$ cat config.mk
export PLATFORM = sky130hd
export DESIGN_NAME = sio_cmd_arbiter
export DESIGN_NICKNAME = d
export VERILOG_FILES = /design/src/rtl/sio_pkg.sv /design/src/rtl/rr_arbiter.sv /design/src/rtl/sio_cmd_arbiter.sv
export SDC_FILE = /design/constraint.sdc
export NUM_CORES = 1
export LEC_CHECK = 0
export CAP_MARGIN = 0
export CORE_UTILIZATION = 44
export CTS_BUF_LIST = sky130_fd_sc_hd__clkbuf_16
export CTS_CLUSTER_SIZE = 16
export DETAILED_ROUTE_END_ITERATION = 8
export PLACE_DENSITY = 0.87
export SETUP_SLACK_MARGIN = 0.4
export SLEW_MARGIN = 10
export SYNTH_ARGS = -nofsm -noshare
export SYNTH_HDL_FRONTEND = slang
export SYNTH_SLANG_ARGS = --single-unit
$ cat constraint.sdc
create_clock -name clock -period 4.7 [get_ports clock]
set_input_delay 0.705 -clock clock [delete_from_list [all_inputs] [get_ports clock]]
set_output_delay 0.705 -clock clock [all_outputs]
set_load 0.01 [all_outputs]
$ cat src/rtl/sio_pkg.sv
// Shared constants and types for the serial-IO command path.
// Latency: n/a (package only).
// Backpressure: n/a.
package sio_pkg;

   // Default link frame period in clocks.
   localparam int          FRAME_LEN_DEF = 128;

   // Data word returned to a requester whose read never came back.
   localparam logic [15:0] TIMEOUT_RDATA = 16'hDEAD;

   // Requester index width inside a tag; covers up to 8 requesters.
   localparam int          TAG_IDX_W     = 3;

   // Target register address map.
   typedef enum logic [3:0] {
      ADDR_RESET = 4'd0,
      ADDR_SYNC  = 4'd1,
      ADDR_SPI0  = 4'd2,
      ADDR_SPI1  = 4'd3,
      ADDR_ID    = 4'd4
   } sio_addr_e;

   // Response-routing tag: which requester owns the command slot.
   typedef struct packed {
      logic                 vld;
      logic [TAG_IDX_W-1:0] idx;
   } sio_tag_t;

endpackage

$ cat src/rtl/rr_arbiter.sv
// Round-robin one-hot arbiter; search starts at the index after the last grant.
// Latency: grant is combinational; the pointer advances on the edge of an enabled grant.
// Backpressure: none; nothing is granted while i_en is low, and the pointer then holds.
// Ports: i_clock, i_reset (sync, active-high), i_req[N] requests, i_en grant enable,
//        o_gnt[N] one-hot grant.
module rr_arbiter #(
   parameter int N = 4
) (
   input  logic         i_clock,
   input  logic         i_reset,
   input  logic [N-1:0] i_req,
   input  logic         i_en,
   output logic [N-1:0] o_gnt
);

   localparam int PW = (N > 1) ? $clog2(N) : 1;

   logic [PW-1:0] r_ptr;
   logic [PW-1:0] w_sel;
   logic          w_hit;
   int            w_cand;

   // Walk the candidates in priority order (r_ptr, r_ptr+1, ...) and take the
   // first one requesting. The inner loop keeps every vector select constant.
   always_comb begin
      w_hit  = 1'b0;
      w_sel  = '0;
      w_cand = 0;
      o_gnt  = '0;
      for (int k = 0; k < N; k++) begin
         w_cand = int'(r_ptr) + k;
         if (w_cand >= N) begin
            w_cand = w_cand - N;
         end
         for (int j = 0; j < N; j++) begin
            if (!w_hit && (w_cand == j) && i_req[j]) begin
               w_hit    = 1'b1;
               w_sel    = PW'(j);
               o_gnt[j] = i_en;
            end
         end
      end
   end

   always_ff @(posedge i_clock) begin
      if (i_reset) begin
         r_ptr <= '0;
      end else if (i_en && w_hit) begin
         r_ptr <= (w_sel == PW'(N - 1)) ? '0 : w_sel + PW'(1);
      end
   end

endmodule

$ cat src/rtl/sio_cmd_arbiter.sv
// Framed command-slot arbiter: one requester per frame wins the link slot; its read word is routed back by tag.
// Latency: grant at frame cycle FRAME_LEN-1, command shown the next frame, response LAT_FRAMES frames later plus one clock.
// Backpressure: requesters hold req_valid until the req_ready pulse; responses are unconditional pulses.
// Ports: clock, reset (sync, active-high); req_valid/req_ready/req_addr/req_wdata per-requester command;
//        frame_start, cmd_valid/cmd_addr/cmd_wdata command slot; link_rvalid/link_rdata returned word;
//        rsp_valid (one-hot), rsp_rdata, rsp_err response.
module sio_cmd_arbiter
   import sio_pkg::*;
#(
   parameter int N_REQ      = 4,
   parameter int FRAME_LEN  = FRAME_LEN_DEF,
   parameter int LAT_FRAMES = 1
) (
   input  logic                  clock,
   input  logic                  reset,
   input  logic [N_REQ-1:0]      req_valid,
   output logic [N_REQ-1:0]      req_ready,
   input  logic [4*N_REQ-1:0]    req_addr,
   input  logic [16*N_REQ-1:0]   req_wdata,
   output logic                  frame_start,
   output logic                  cmd_valid,
   output logic [3:0]            cmd_addr,
   output logic [15:0]           cmd_wdata,
   input  logic                  link_rvalid,
   input  logic [15:0]           link_rdata,
   output logic [N_REQ-1:0]      rsp_valid,
   output logic [15:0]           rsp_rdata,
   output logic                  rsp_err
);

   localparam int CW = $clog2(FRAME_LEN);

   logic [CW-1:0]        r_cnt;
   logic                 w_last;
   logic                 w_arb_en;
   logic [N_REQ-1:0]     w_gnt;
   logic [TAG_IDX_W-1:0] w_gidx;
   logic [3:0]           w_addr;
   logic [15:0]          w_wdata;

   // r_tag[0] is the newest slot owner; r_own is the owner whose response is due this frame.
   sio_tag_t             r_tag [LAT_FRAMES];
   sio_tag_t             r_own;

   logic                 r_cmd_vld;
   logic [3:0]           r_cmd_addr;
   logic [15:0]          r_cmd_wdata;
   logic [N_REQ-1:0]     r_rsp_vld;
   logic [15:0]          r_rsp_rdata;
   logic                 r_rsp_err;

   assign w_last   = (r_cnt == CW'(FRAME_LEN - 1));
   assign w_arb_en = w_last && !reset;

   // The counter is parked at 0 during reset; masking with reset makes the
   // first frame_start land on the first cycle after release.
   assign frame_start = (r_cnt == '0) && !reset;

   rr_arbiter #(
      .N (N_REQ)
   ) u_rr (
      .i_clock (clock),
      .i_reset (reset),
      .i_req   (req_valid),
      .i_en    (w_arb_en),
      .o_gnt   (w_gnt)
   );

   assign req_ready = w_gnt;

   // Select the winner's command; all zeros when nobody is granted so an idle slot reads back as 0.
   always_comb begin
      w_gidx  = '0;
      w_addr  = '0;
      w_wdata = '0;
      for (int i = 0; i < N_REQ; i++) begin
         if (w_gnt[i]) begin
            w_gidx  = TAG_IDX_W'(i);
            w_addr  = req_addr[4*i +: 4];
            w_wdata = req_wdata[16*i +: 16];
         end
      end
   end

   always_ff @(posedge clock) begin
      if (reset) begin
         r_cnt       <= '0;
         r_own       <= '0;
         r_cmd_vld   <= 1'b0;
         r_cmd_addr  <= '0;
         r_cmd_wdata <= '0;
         r_rsp_vld   <= '0;
         r_rsp_rdata <= '0;
         r_rsp_err   <= 1'b0;
         for (int i = 0; i < LAT_FRAMES; i++) begin
            r_tag[i] <= '0;
         end
      end else begin
         r_cnt     <= w_last ? '0 : r_cnt + CW'(1);
         r_rsp_vld <= '0;

         // A returned word beats the timeout, including on the last frame cycle.
         if (link_rvalid && r_own.vld) begin
            for (int i = 0; i < N_REQ; i++) begin
               r_rsp_vld[i] <= (r_own.idx == TAG_IDX_W'(i));
            end
            r_rsp_rdata <= link_rdata;
            r_rsp_err   <= 1'b0;
            r_own.vld   <= 1'b0;
         end else if (w_last && r_own.vld) begin
            for (int i = 0; i < N_REQ; i++) begin
               r_rsp_vld[i] <= (r_own.idx == TAG_IDX_W'(i));
            end
            r_rsp_rdata <= TIMEOUT_RDATA;
            r_rsp_err   <= 1'b1;
         end

         // Frame boundary: latch the new command, advance the tag pipeline.
         // The r_own load here overrides the consume above for the outgoing owner.
         if (w_last) begin
            r_cmd_vld   <= |w_gnt;
            r_cmd_addr  <= w_addr;
            r_cmd_wdata <= w_wdata;
            r_own       <= r_tag[LAT_FRAMES-1];
            for (int i = LAT_FRAMES - 1; i > 0; i--) begin
               r_tag[i] <= r_tag[i-1];
            end
            r_tag[0].vld <= |w_gnt;
            r_tag[0].idx <= w_gidx;
         end
      end
   end

   assign cmd_valid = r_cmd_vld;
   assign cmd_addr  = r_cmd_addr;
   assign cmd_wdata = r_cmd_wdata;
   assign rsp_valid = r_rsp_vld;
   assign rsp_rdata = r_rsp_rdata;
   assign rsp_err   = r_rsp_err;

endmodule

Word level (Yosys, flattened, before mapping):

Memories as Yosys holds them, arrays and structs flattened.
Cells that the tools add are included.

* memory bits (writable): 4
* output and inout port bits: 47
* memories kept: 1
* bits of input ports: 103
* register bits after elaboration: 55

* magnitude comparators: 4
* muxes and demuxes: 76
* reduce and logical (&&, ||, !) cells: 64
* equal/unequal tests: 17
* $add $sub $neg: 9

Memory list
* r_tag: depth 1, width 4, rd ports 1, clocked after memory_dff 0, wr ports 2, RTL line sio_cmd_arbiter.sv:42 `sio_tag_t r_tag [LAT_FRAMES];`

Operator list (number)
* $eq 32x3->1 const B: 8
* $eq 32x2->1 const B: 4
* $logic_not 32->1: 4
* $mux 32: 4
* $ge 32x4->1 const B: 3
* $mux 16: 6
* $sub 32x4->32 const B: 3
* $mux 1: 40
* $logic_and 1x1->1: 36
* $mux 2: 16
* $mux 4: 8
* $logic_not 1->1: 16
* $reduce_or 4->1: 2
* $add 7x1->7 const B: 1
* $eq 7x7->1 const B: 1
* $logic_not 7->1: 1
* $add 2x2->3 const B: 2
* $eq 3x2->1 const B: 2
* $mux 3: 2
* $reduce_bool 2->1: 2
* $reduce_or 2->1: 2
* $sub 2x3->4 const B: 1
* $add 2x1->3 const B: 1
* $eq 3x1->1 const B: 1
* 4 further kinds: 4

Depth between registers and ports, before layout:

* depth after elaboration: 67
* mapped depth: 9
* mapped depth without buffers: 6

Modules after synthesis:

Synthesis repeated with hierarchy kept, for this count alone.

* cells, all modules: 386
* area, all modules: 3244.4 µm²

Modules (own cells, without submodules)
* sio_cmd_arbiter: area an instance 2942.8 µm², cells an instance 340, sequential area each 1131.1 µm², instances 1
* rr_arbiter: area an instance 301.5 µm², cells an instance 46, sequential area each 40.0 µm², instances 1

Least setup slack after synthesis:

OpenSTA, ideal clock, no wires.

* path kind: in2out
* start point: in reset
* end point: out req_ready[1]
* data required time: 3.995 ns
* stages on the path: 5
* setup slack: 2.350 ns
* path buffers: 2
* data arrival time: 1.645 ns
* cells stage by stage: buf_2 > and2b_1 > nand4_4 > nor2_1 > buf_6

* longest elaborated chain between the ends: 6

RTL lines
* start, declared: RTL line sio_cmd_arbiter.sv:15 `input logic reset,`
* $logic_not 1->1 *: RTL line sio_cmd_arbiter.sv:53 `assign w_arb_en = w_last && !reset;`
* $logic_and 1x1->1 *: RTL line sio_cmd_arbiter.sv:53
* $mux 1 (3 in a row): RTL line rr_arbiter.sv:36 `if (!w_hit && (w_cand == j) && i_req[j]) begin`
* $mux 1 *: RTL line rr_arbiter.sv:36
* end, declared: RTL line sio_cmd_arbiter.sv:17 `output logic [N_REQ-1:0] req_ready,`

Mark *: on every way between the ends. The rest lies on a longest branch, timed or not.

Final worst setup path:

* start point: in req_valid[3]
* end point: out req_ready[1]

* longest elaborated chain between the ends: 42
* elaborated cells between the ends (all ways): 44
* those cells by class: mux: 13; reduce/logical: 31

RTL lines
* start, declared: RTL line sio_cmd_arbiter.sv:16 `input logic [N_REQ-1:0] req_valid,`
* $logic_and 1x1->1: RTL line rr_arbiter.sv:36
* $mux 1: RTL line rr_arbiter.sv:36
* $logic_not 1->1: RTL line rr_arbiter.sv:36
* $logic_and 1x1->1 (2 in a row): RTL line rr_arbiter.sv:36
* $mux 1: RTL line rr_arbiter.sv:36
* $logic_not 1->1: RTL line rr_arbiter.sv:36
* $logic_and 1x1->1 (2 in a row): RTL line rr_arbiter.sv:36
* $mux 1: RTL line rr_arbiter.sv:36
* [21 not listed]
* $logic_and 1x1->1 (2 in a row): RTL line rr_arbiter.sv:36
* $mux 1: RTL line rr_arbiter.sv:36
* $logic_not 1->1: RTL line rr_arbiter.sv:36
* $logic_and 1x1->1 (2 in a row): RTL line rr_arbiter.sv:36
* $mux 1: RTL line rr_arbiter.sv:36
* $logic_not 1->1: RTL line rr_arbiter.sv:36
* $logic_and 1x1->1 (2 in a row): RTL line rr_arbiter.sv:36
* $mux 1 *: RTL line rr_arbiter.sv:36

Marked as above.

==> impl_metrics.ini <==
[floorplan]
die_area_um2 = 7180
die_w_um = 84.8
pin_count = 150
core_um2 = 6490
die_h_um = 84.8
initial_core_util_pct = 46.4
num_rows = 29

[synthesis]
seq_area_frac_synth_pct = 38.9
syn_avg_cell_area_um2 = 8.76
synth.distinct_cells = 46
syn_inst = 344
syn-num-nets = 449
synth_edf_count = 3
synth-main-ff-cell = dfxtp_1
async_reset_ff_share_pct = 0
synth-seq-cells = 57
yosysTopAreaCellShare_pct = 35.9
yosys.area.top_type = dfxtp_1
netlist_area_um2 = 3010
synth_area_leaders = dfxtp_1 (36%), a221oi_2 (8.5%), a21oi_1 (8.3%), a22oi_1 (6.5%), nor2_1 (5.4%)
yosysWarnings = 0

[final_layout]
fill_cells = 509
drive_above_1_share_pct = 11.8
final_common_cell = clkdlybuf4s50_1
final_cell_mix = clkdlybuf4s50_1 (148), dfxtp_1 (54), a21oi_1 (50)
insertedDiodeCount = 0
nets = 583
area_delta_synth_final_pct = 57.6

[place]
place_hpwl_um = 6370
routabilityCongestion = 0.970
port_buffers = 149
place_ws_ps = 1230

[timing]
final-max-slew-violation-count = 0
setup-violations-final = 0
max_slew_margin_pct = 19.7
worst_slew_pin_slew_ps = 1200
fmax_mhz = 287
tns_ps = 0
fin_skew_ps = 5.56
fin_crit_ps = 3490
fin_crit_sh_pct = 74.2
rsz0062_at_grt = false
finalWorstSetupSlack_ps = 1210
hold_violations = 0

[clock_tree]
worst_skew_pair.late_latency_ps = 320
root_buffer = clkbuf_16
clk_pin_slew_ps = 50
holdBufCountCts = 0
cts_buffers = 9
cts_setup_buffers = 0
cts_resized = 0
cts_tree = yes
cts.path.max_buffers = 2
cts_num_sinks = 57
h-tree-depth = 3

[pwr]
switching_share_pct = 23.6
power_leakage_nw = 1.62
power_density_nw_per_um2 = 260
p_int_w = 0.000942
seqPwrFrac_pct = 40.0
power.switching_w = 0.000291
ir_drop_uv = 173
clkPwrFrac_pct = 48.3
p_total_w = 0.00123
combPwrFrac_pct = 11.7

[setup_path]
rrSetupSlack_ps = 1990
cp-endpoint = req_ready[1]
reg2reg_from = r_cnt[0]
cpMostUsedCell = clkdlybuf4s50_1
critPathKind = in2out
crit_arrival_ps = 2780
start_kind = input port
worstPathMaxFanout = 21
cpPeakStageDelay_ps = 610
reg2regPathDepth = 5
path_cells = clkdlybuf4s50_1 -> o21ai_0 -> o211ai_1 -> nor2_2 -> buf_4 -> clkdlybuf4s50_1
cp-end-kind = output pin
required_ps = 3990
crit_path_top_delay_cell = clkdlybuf4s50_1
crit_family = buffers and inverters
path_buf_inv = 3
setup.worst_path.start = req_valid[3]
r2r_end = cmd_addr[1]
path_depth = 6

[outcome]
violations = DRC
status = complete, but fails checks

[grt]
grt_overflow = 0
antenna_found_initial = 0
grt.total_usage_pct = 25.9
grt_max_degree = 52
grt_pass1_wl_um = 14700
grt_pass1_vias = 3080

[job]
cap_violations = 0

[detailed_routing]
drtIter0Drc = 185
wl_um = 9120
first_pass_iters = 9
dr_total_vias = 3185
antenna_left = 0
drcViolationCount = 10
vias_per_cell = 5.69
wl_per_cell_um = 16.3

[hold_path]
hp-class = reg2reg
cell usage after synthesis (all sizes together) (2+ instances only):
master / n
a22oi: 26
nand3: 2
nor2b: 2
o31ai: 20
clkbuf: 13
inv: 28
nor2: 44
xor2: 2
xnor2: 3
dfxtp: 54
and2: 2
nand2: 9
nor4b: 3
and3: 2
buf: 17
ha: 2
nor3: 16
nand2b: 3
edfxtp: 3
nand4: 2
a21oi: 50
a221oi: 20
o21ai: 6
state kept, by name, summed over array words and instances (netlist names), 2 cells and up:
signal / flops
cmd_addr: 4
cmd_wdata: 16
r_cnt: 7
r_own: 3
r_tag: 3
rsp_rdata: 16
rsp_valid: 4
u_rr.r_ptr: 2
routing by layer:
metal,global-route usage (%),routed length (um),vias to the layer above
li1,-,-,1529
met1,30.8,3690,1488
met2,43.8,4480,156
met3,8.75,822,12
met4,8.78,125,0
met5,0,0,-
worst min-delay path: cells and delay by family, from the launching register on:
kind,cells,cell delay (ps)
flip-flops,1,320
AND/OR/NAND/NOR,2,110
how the worst min path moves through the flow:
| stage | from | end | slack, ps | cells past startpoint |
|---|---|---|---|---|
| final | cmd_valid | cmd_valid | 470 | 2 |
| after global routing | cmd_valid | cmd_valid | 500 | 2 |
| after CTS | cmd_valid | cmd_valid | 480 | 2 |
| after detailed placement | cmd_valid | cmd_valid | 470 | 2 |
| after global placement | r_cnt[0] | r_cnt[0] | 440 | 1 |
| after floorplan | r_cnt[0] | r_cnt[0] | 430 | 1 |
cells by family (layout without fill, tap and decap cells):
kind of cell | count (synthesis) | after routing | share of synthesized area, %
flip-flops | 57 | 57 | 38.9
AO/OA/AOI/OAI | 131 | 131 | 32.8
XOR/XNOR | 5 | 5 | 1.45
adder cells (fa/ha/maj) | 2 | 2 | 0.830
AND/OR/NAND/NOR | 91 | 91 | 16.9
buffers and inverters | 58 | 197 | 9.05
through the flow:
stage          util, %  cell area [um2]  hold WS, ps  std cells
2_1_floorplan        -             3010          426        344
3_3_place_gp      68.8             4470          435        544
3_5_place_dp      68.8             4470          470        544
4_1_cts           73.1             4750          479        560
5_1_grt           73.1             4750          497        560
6_report          73.1             4750          468        560
power by group through the flow:
stage	logic, W	registers (W)	clock network (W)
after floorplan	0.0000434	0.000502	0
after global placement	0.000142	0.000503	0
after detailed placement	0.000145	0.000503	0
after CTS	0.000145	0.000493	0.000608
after global routing	0.000155	0.000493	0.000632
final	0.000145	0.000493	0.000596
final cells by class:
class / count / area, um2 / share of cell area [%]
clock buffer: 9 / 225 / 4.74
clock inverter: 7 / 55.1 / 1.16
inverter: 28 / 105 / 2.21
multi-input combinational: 229 / 1580 / 33.3
sequential: 57 / 1170 / 24.7
tap: 77 / 96.3 / 2.03
timing repair buffer: 153 / 1520 / 31.9
Note: power is estimated with default switching activity, not from simulation.
